[src/rtl/multicycle_control_unit.sv]
// Multicycle RV32 control unit: Moore FSM with memory wait counting and timeout.
// Optional feature: define MCU_UTYPE_EN to execute lui/auipc through the UTYPE state.
module multicycle_control_unit #(
  parameter int unsigned MAX_WAIT = 15,
  parameter int unsigned WAIT_W   = 8
) (
  input  logic       clk,
  input  logic       rst_n,
  input  logic [6:0] opcode,
  input  logic [2:0] func3,
  input  logic       func7_5,
  input  logic       zero,
  input  logic       mem_ready,
  output logic       mem_req,
  output logic       AdrSrc,
  output logic       IRWrite,
  output logic       PCWrite,
  output logic       MemWrite,
  output logic       RegWrite,
  output logic [1:0] ResultSrc,
  output logic [1:0] ALUSrcA,
  output logic [1:0] ALUSrcB,
  output logic [2:0] ImmSrc,
  output logic [2:0] ALUControl,
  output logic [3:0] state,
  output logic       illegal,
  output logic       mem_err
);

  localparam logic [6:0] OP_LOAD  = 7'b0000011;
  localparam logic [6:0] OP_STORE = 7'b0100011;
  localparam logic [6:0] OP_R     = 7'b0110011;
  localparam logic [6:0] OP_I     = 7'b0010011;
  localparam logic [6:0] OP_BR    = 7'b1100011;
  localparam logic [6:0] OP_JAL   = 7'b1101111;
`ifdef MCU_UTYPE_EN
  localparam logic [6:0] OP_LUI   = 7'b0110111;
  localparam logic [6:0] OP_AUIPC = 7'b0010111;
`endif

  localparam logic [2:0] ALU_ADD = 3'b000;
  localparam logic [2:0] ALU_SUB = 3'b001;
  localparam logic [2:0] ALU_AND = 3'b010;
  localparam logic [2:0] ALU_OR  = 3'b011;
  localparam logic [2:0] ALU_SLT = 3'b101;
  localparam logic [2:0] ALU_XOR = 3'b110;
  localparam logic [2:0] ALU_SRL = 3'b111;

  typedef enum logic [3:0] {
    S_FETCH    = 4'd0,
    S_DECODE   = 4'd1,
    S_MEMADR   = 4'd2,
    S_MEMREAD  = 4'd3,
    S_MEMWB    = 4'd4,
    S_MEMWRITE = 4'd5,
    S_EXECR    = 4'd6,
    S_EXECI    = 4'd7,
    S_ALUWB    = 4'd8,
    S_BRANCH   = 4'd9,
    S_JAL      = 4'd10,
    S_UTYPE    = 4'd11
  } state_t;

  state_t            cur_st;
  state_t            out_st;
  logic [WAIT_W-1:0] wait_cnt;
  logic              waiting;
  logic              timeout;
  logic              supported;
  logic [2:0]        alu_ri;

  // Timeout only fires when the last allowed wait cycle also lacks mem_ready.
  always_comb begin
    waiting = (cur_st == S_FETCH) || (cur_st == S_MEMREAD) || (cur_st == S_MEMWRITE);
    timeout = waiting && !mem_ready && (wait_cnt == WAIT_W'(MAX_WAIT));
  end

  always_comb begin
    supported = 1'b0;
    case (opcode)
      OP_LOAD, OP_STORE, OP_R, OP_I, OP_BR, OP_JAL: supported = 1'b1;
`ifdef MCU_UTYPE_EN
      OP_LUI, OP_AUIPC: supported = 1'b1;
`endif
      default: supported = 1'b0;
    endcase
  end

  // R/I ALU decode; func7_5 selects subtract only for R-type.
  always_comb begin
    alu_ri = ALU_ADD;
    case (func3)
      3'b000:  alu_ri = (opcode[5] && func7_5) ? ALU_SUB : ALU_ADD;
      3'b010:  alu_ri = ALU_SLT;
      3'b100:  alu_ri = ALU_XOR;
      3'b101:  alu_ri = ALU_SRL;
      3'b110:  alu_ri = ALU_OR;
      3'b111:  alu_ri = ALU_AND;
      default: alu_ri = ALU_ADD;
    endcase
  end

  // Any transition clears the wait counter; staying in a wait state counts up.
  always_ff @(posedge clk) begin
    if (!rst_n) begin
      cur_st   <= S_FETCH;
      wait_cnt <= '0;
    end else begin
      wait_cnt <= '0;
      case (cur_st)
        S_FETCH: begin
          if (mem_ready)     cur_st   <= S_DECODE;
          else if (!timeout) wait_cnt <= wait_cnt + WAIT_W'(1);
        end
        S_DECODE: begin
          case (opcode)
            OP_LOAD, OP_STORE: cur_st <= S_MEMADR;
            OP_R:              cur_st <= S_EXECR;
            OP_I:              cur_st <= S_EXECI;
            OP_BR:             cur_st <= S_BRANCH;
            OP_JAL:            cur_st <= S_JAL;
`ifdef MCU_UTYPE_EN
            OP_LUI, OP_AUIPC:  cur_st <= S_UTYPE;
`endif
            default:           cur_st <= S_FETCH;
          endcase
        end
        S_MEMADR: cur_st <= opcode[5] ? S_MEMWRITE : S_MEMREAD;
        S_MEMREAD: begin
          if (mem_ready)    cur_st   <= S_MEMWB;
          else if (timeout) cur_st   <= S_FETCH;
          else              wait_cnt <= wait_cnt + WAIT_W'(1);
        end
        S_MEMWRITE: begin
          if (mem_ready || timeout) cur_st   <= S_FETCH;
          else                      wait_cnt <= wait_cnt + WAIT_W'(1);
        end
        S_EXECR, S_EXECI, S_JAL, S_UTYPE: cur_st <= S_ALUWB;
        default: cur_st <= S_FETCH;
      endcase
    end
  end

  // Moore output decode; reset shows quiet FETCH values.
  always_comb begin
    out_st     = rst_n ? cur_st : S_FETCH;
    state      = out_st;
    mem_req    = 1'b0;
    AdrSrc     = 1'b0;
    IRWrite    = 1'b0;
    PCWrite    = 1'b0;
    MemWrite   = 1'b0;
    RegWrite   = 1'b0;
    ResultSrc  = 2'b00;
    ALUSrcA    = 2'b00;
    ALUSrcB    = 2'b00;
    ImmSrc     = 3'b000;
    ALUControl = ALU_ADD;
    illegal    = 1'b0;
    mem_err    = rst_n && timeout;
    case (out_st)
      S_FETCH: begin
        mem_req   = rst_n;
        IRWrite   = rst_n && mem_ready;
        PCWrite   = rst_n && mem_ready;
        ALUSrcB   = 2'b10;
        ResultSrc = 2'b10;
      end
      S_DECODE: begin
        ALUSrcA = 2'b01;
        ALUSrcB = 2'b01;
        ImmSrc  = 3'b010;
        illegal = !supported;
      end
      S_MEMADR: begin
        ALUSrcA = 2'b10;
        ALUSrcB = 2'b01;
        ImmSrc  = opcode[5] ? 3'b001 : 3'b000;
      end
      S_MEMREAD: begin
        mem_req = 1'b1;
        AdrSrc  = 1'b1;
      end
      S_MEMWRITE: begin
        mem_req  = 1'b1;
        AdrSrc   = 1'b1;
        MemWrite = 1'b1;
      end
      S_MEMWB: begin
        ResultSrc = 2'b01;
        RegWrite  = 1'b1;
      end
      S_EXECR: begin
        ALUSrcA    = 2'b10;
        ALUControl = alu_ri;
      end
      S_EXECI: begin
        ALUSrcA    = 2'b10;
        ALUSrcB    = 2'b01;
        ALUControl = alu_ri;
      end
      S_ALUWB: RegWrite = 1'b1;
      S_BRANCH: begin
        ALUSrcA    = 2'b10;
        ALUControl = ALU_SUB;
        PCWrite    = zero ^ func3[0];
      end
      S_JAL: begin
        ALUSrcA = 2'b01;
        ALUSrcB = 2'b10;
        ImmSrc  = 3'b011;
        PCWrite = 1'b1;
      end
      S_UTYPE: begin
        ALUSrcA = opcode[5] ? 2'b11 : 2'b01;
        ALUSrcB = 2'b01;
        ImmSrc  = 3'b100;
      end
      default: ;
    endcase
  end

endmodule
[config.mk]
export PLATFORM = sky130hd
export DESIGN_NAME = multicycle_control_unit
export DESIGN_NICKNAME = d
export VERILOG_FILES = /design/src/rtl/multicycle_control_unit.sv
export SDC_FILE = /design/constraint.sdc
export NUM_CORES = 1
export LEC_CHECK = 0
export CORE_ASPECT_RATIO = 0.8
export CORE_MARGIN = 2
export CORE_UTILIZATION = 50
export DETAILED_ROUTE_END_ITERATION = 8
export DONT_BUFFER_PORTS = 1
export GPL_TIMING_DRIVEN = 1
export PLACE_DENSITY = 0.61
export SYNTH_ARGS = -nofsm -noshare
export SYNTH_HDL_FRONTEND = slang
export SYNTH_SLANG_ARGS = --single-unit
[constraint.sdc]
create_clock -name clk -period 2.34 [get_ports clk]
set_input_delay 0.351 -clock clk [delete_from_list [all_inputs] [get_ports clk]]
set_output_delay 0.351 -clock clk [all_outputs]
set_load 0.01 [all_outputs]
== Word-level counts from Yosys, hierarchy flattened ==
Index checks and enable logic that the tools add are counted.

* $add $sub $neg: 1
* Equal/unequal tests: 34
* Muxes and demuxes: 29
* Bitwise gates (word level): 1
* Reductions and logical operators: 25

{| class="wikitable"
|+ Operators by type and width
! kind !! number
|-
| equality test 4 x 3 -> 1 bit, second input constant || 7
|-
| equality test 4 bit, second input constant || 6
|-
| 2-to-1 mux 8 bit || 3
|-
| case mux 4 bit (6 select lines) || 1
|-
| 2-to-1 mux 4 bit || 5
|-
| case mux 4 bit (5 select lines) || 1
|-
| case mux 3 bit (6 select lines) || 1
|-
| equality test 4 x 2 -> 1 bit, second input constant || 4
|-
| case mux 8 bit (2 select lines) || 1
|-
| equality test 7 x 6 -> 1 bit, second input constant || 2
|-
| equality test 7 bit, second input constant || 2
|-
| OR reduction 2 bit || 7
|-
| equality test 3 bit, second input constant || 4
|-
| case mux 3 bit (4 select lines) || 1
|-
| OR reduction 4 bit || 3
|-
| adder 8 x 1 -> 8 bit, second input constant || 1
|-
| equality test 4 x 1 -> 1 bit, second input constant || 2
|-
| equality test 8 x 4 -> 1 bit, second input constant || 1
|-
| logical NOT 4 bit || 2
|-
| 2-to-1 mux 1 bit || 8
|-
| case mux 2 bit (2 select lines) || 2
|-
| equality test 7 x 2 -> 1 bit, second input constant || 1
|-
| equality test 7 x 5 -> 1 bit, second input constant || 1
|-
| case mux 2 bit (3 select lines) || 1
|-
| other kinds (16) || 23
|}

* Register bits after elaboration: 12

== Longest topological paths before layout ==
* Depth after elaboration: 8
* Depth in mapped cells: 5
* Depth with buffers taken out: 5

== Worst setup path before layout ==
No wires, ideal clock.

* Path kind: reg2out
* Start: register cur_st[3]
* End: output port mem_err
* Data arrival time: 1.340 ns
* Data required time: 1.989 ns
* Slack: 0.649 ns
* Cell stages (with the launch flop): 6
* Path buffers: 1
* Cell sequence: dfxtp_1 > buf_2 > and4bb_2 > a31oi_1 > or3_1 > nor2_1

* Word-level cells in the longest chain between the ends: 6
* Elaborated cells between the ends (all ways): 8

{| class="wikitable"
|+ Ends and longest elaborated chain
! element !! line !! text
|-
| from (decl) || 64 || <nowiki>state_t cur_st;</nowiki>
|-
| from (signal assigned) || 128 || <nowiki>S_MEMADR: cur_st <= opcode[5] ? S_MEMWRITE : S_MEMREAD;</nowiki>
|-
| equality test 4 x 2 -> 1 bit or logical NOT 4 bit (tied branches) || 74 || <nowiki>waiting = (cur_st == S_FETCH) || (cur_st == S_MEMREAD) || (cur_st == S_MEMWRITE);</nowiki>
|-
| logical OR 1 bit || 74 ||
|-
| logical OR 1 bit * || 74 ||
|-
| logical AND 1 bit * (2 in a row) || 75 || <nowiki>timeout = waiting && !mem_ready && (wait_cnt == WAIT_W'(MAX_WAIT));</nowiki>
|-
| logical AND 1 bit * || 160 || <nowiki>mem_err = rst_n && timeout;</nowiki>
|-
| to (decl) || 27 || <nowiki>output logic mem_err</nowiki>
|}

Every way passes the cells marked *; elsewhere a longest branch is shown, timed or not.

== Final worst setup path ==
* Start: register cur_st[2]
* End: output port mem_err

The elaborated chain is that of the path after synthesis.

==> results.cfg <==
[run]
drv_cap = 0

[finish]
antennaDiodeCount = 0
regArea_um2 = 244
fillCellCount = 204
fin_util_pct = 55.8
layout.nets = 154
multi_input_area_um2 = 733
drive_gt1_share_pct = 13.1
area_delta_synth_final_pct = 3.15

[pwr]
total_power_mw = 0.559
p_leak_nw = 0.372
vdd_drop_max_mv = 0.419
pwr_density_cell_mw_per_mm2 = 524

[setup_path]
endpoint_kind = primary output
cp.arrival_ns = 1.83
path_cells = and4bb_2, a31oi_1, or3_1, nor2_1
worst-path-buf-inv = 0
crit_type = reg2out
cp_max_fo = 11
critPathLaunchType = flop
max_stage_delay_ns = 0.55
crit_slowest_cell = dfxtp_1
required_ns = 1.99
crit_family = simple AND/OR/NAND/NOR gates

[routing]
drt_iter0_drc = 21
ant_nets = 0
routed_wl_um = 2340
vias = 961
drt-vias-per-instance = 5.97
remaining_drc_errors = 0
wl_per_cell_um = 14.5
drtPass1Iterations = 4

[sta]
finalSetupViolCount = 0
layout_min_cycle_time_ns = 2.18
fin_crit_sh_pct = 93.0
fmax_mhz = 459
tns_ns = 0
final.setup.worst_slack_ns = 0.163
finalHoldViolCount = 0
slew_violations = 0
slew_headroom_pct = 61.2
fin_skew_ns = 0.00579
rsz0062_at_grt = no
tightest_slew_ns = 0.574
hold_slack_ns = 0.249

[placement]
dp_slack_ns = 0.349
hpwl_um = 1770
gp_congestion = 0.837
io_buffers = 0

[logic_synthesis]
ys_ff_latch = 12
ys_warn_count = 0
ys_seq_area_share_pct = 23.2
synth_top_area_share_pct = 23.2
synth.avg_cell_area_um2 = 7.38
ys.flop_type = dfxtp_1
synthTopCellsByArea = dfxtp_1, nor2_1, xnor2_1, nor3_1, nand2_1
synth_edf_count = 0
synth-async-reset-ratio_pct = 0
netlist-cell-type-count = 47
syn_nets = 156
synth_area_mm2 = 0.00103
synth_cells = 140
synth_top_cell_by_area = dfxtp_1

[die]
rows = 14
dieArea_mm2 = 0.00245
core_area_mm2 = 0.00191
die_h_um = 44.7
io-pin-count = 39
start_util_pct = 54.1
fp.dieW_um = 54.8

[cts]
tritoncts = done
cts_buffer_depth = 2
cts_made_buffers = 3
clkLatencyLatePin_ns = 0.28
htreeDepth = 1
path_clk_slew_ns = 0.08
hold_buffers = 0
cts_sinks = 12
cts_root_buf = clkbuf_4

[global_routing]
grt_antenna_before_repair = 0
grt_pass1_vias = 835
grt_overflow_total = 0
grt_pass1_wl_um = 3820
grt_max_degree = 21
grt_util_all_layers_pct = 21.6

[min_path]
worstHoldPathType = in2reg

[run_status]
status = completed
cell usage in the layout (no fill, tap or decap), types with 2 or more instances in the layout:
master / synthesis / final
dfxtp_2: 0 / 3
nor3b_1: 2 / 2
o21ai_0: 3 / 3
nor2_1: 19 / 19
xor2_1: 3 / 3
dfxtp_1: 12 / 9
xnor2_1: 7 / 7
nand2b_1: 7 / 7
and3_1: 3 / 3
inv_1: 4 / 4
and2_1: 4 / 4
nor3_1: 12 / 12
nor2b_1: 2 / 2
clkbuf_4: 0 / 3
nand2_1: 12 / 12
nand3b_1: 2 / 2
mux2_2: 2 / 2
nand3_1: 2 / 2
a31oi_1: 3 / 3
nor4_1: 3 / 3
a21oi_1: 5 / 5
metrics by stage:
step                      instances  instance area [µm²]
after floorplan                 140                 1030
after global placement          157                 1030
after detailed placement        157                 1030
after CTS                       161                 1060
after global routing            161                 1070
final                           161                 1070
routing by layer:
metal	track usage, %	up-vias	part of all wire [%]	wire length, µm
li1	-	494	-	-
met1	33.2	423	52	1220
met2	29.0	44	39	904
met3	7.43	0	9.2	216
met4	3.00	0	0	0
met5	0	-	0	0
registers in the layout, summed over array words and instances (netlist names):
signal,count
cur_st,4
wait_cnt,8
power breakdown:
group	switching, mW	internal, mW	total, mW
clock network	0.0741	0.0946	0.169
registers	0.0253	0.213	0.239
logic	0.0875	0.0638	0.151
total	0.187	0.372	0.559
final timing paths:
check | start | end | slack [ns] | cells past startpoint
setup / recovery | cur_st[2] | mem_err | 0.16 | 4
hold / removal | mem_ready | cur_st[2] | 0.25 | 3
setup reg to reg | cur_st[3] | cur_st[1] | 0.78 | 4
hold reg to reg | wait_cnt[0] | wait_cnt[0] | 0.45 | 1
Yosys cell counts, drive strengths merged, types with 2 or more instances:
master,n
o21ai,4
nor2b,2
nand2b,7
dfxtp,12
nor4,4
a31oi,5
mux2,2
xnor2,7
nor3b,2
nand3,2
and3,3
buf,7
nor2,19
a21oi,6
inv,4
nor3,12
and2,4
or4,2
nand3b,2
xor2,3
nand2,13
tightest hold or removal path, cell delays in order:
cell and delay (ns):
a31oi_4 0.02, nand2_1 0.05, a21oi_1 0.05
final cells by class:
cell class / instances / area share (%)
Clock buffer: 4 / 3.40
Inverter: 4 / 1.41
Multi-Input combinational cell: 116 / 68.8
Sequential cell: 12 / 22.9
Tap cell: 24 / 2.82
Timing Repair Buffer: 1 / 0.704
logic make-up (layout without fill, tap and decap cells):
logic type / after synthesis / in the layout / synth area share (%)
multiplexers: 3 / 3 / 3.15
flip-flops: 12 / 12 / 23.2
AND/OR/NAND/NOR: 78 / 78 / 41.0
XOR/XNOR: 10 / 10 / 8.48
buffers and inverters: 12 / 9 / 5.81
adder cells (fa/ha/maj): 1 / 1 / 1.21
AO/OA/AOI/OAI: 24 / 24 / 17.1
what timing repair did:
item | in CTS | in global routing
gates resized for setup | 0 | 3
buffers inserted | 0 | 0
setup endpoints to repair | 0 | 4
(Power assumes the default switching activity.)
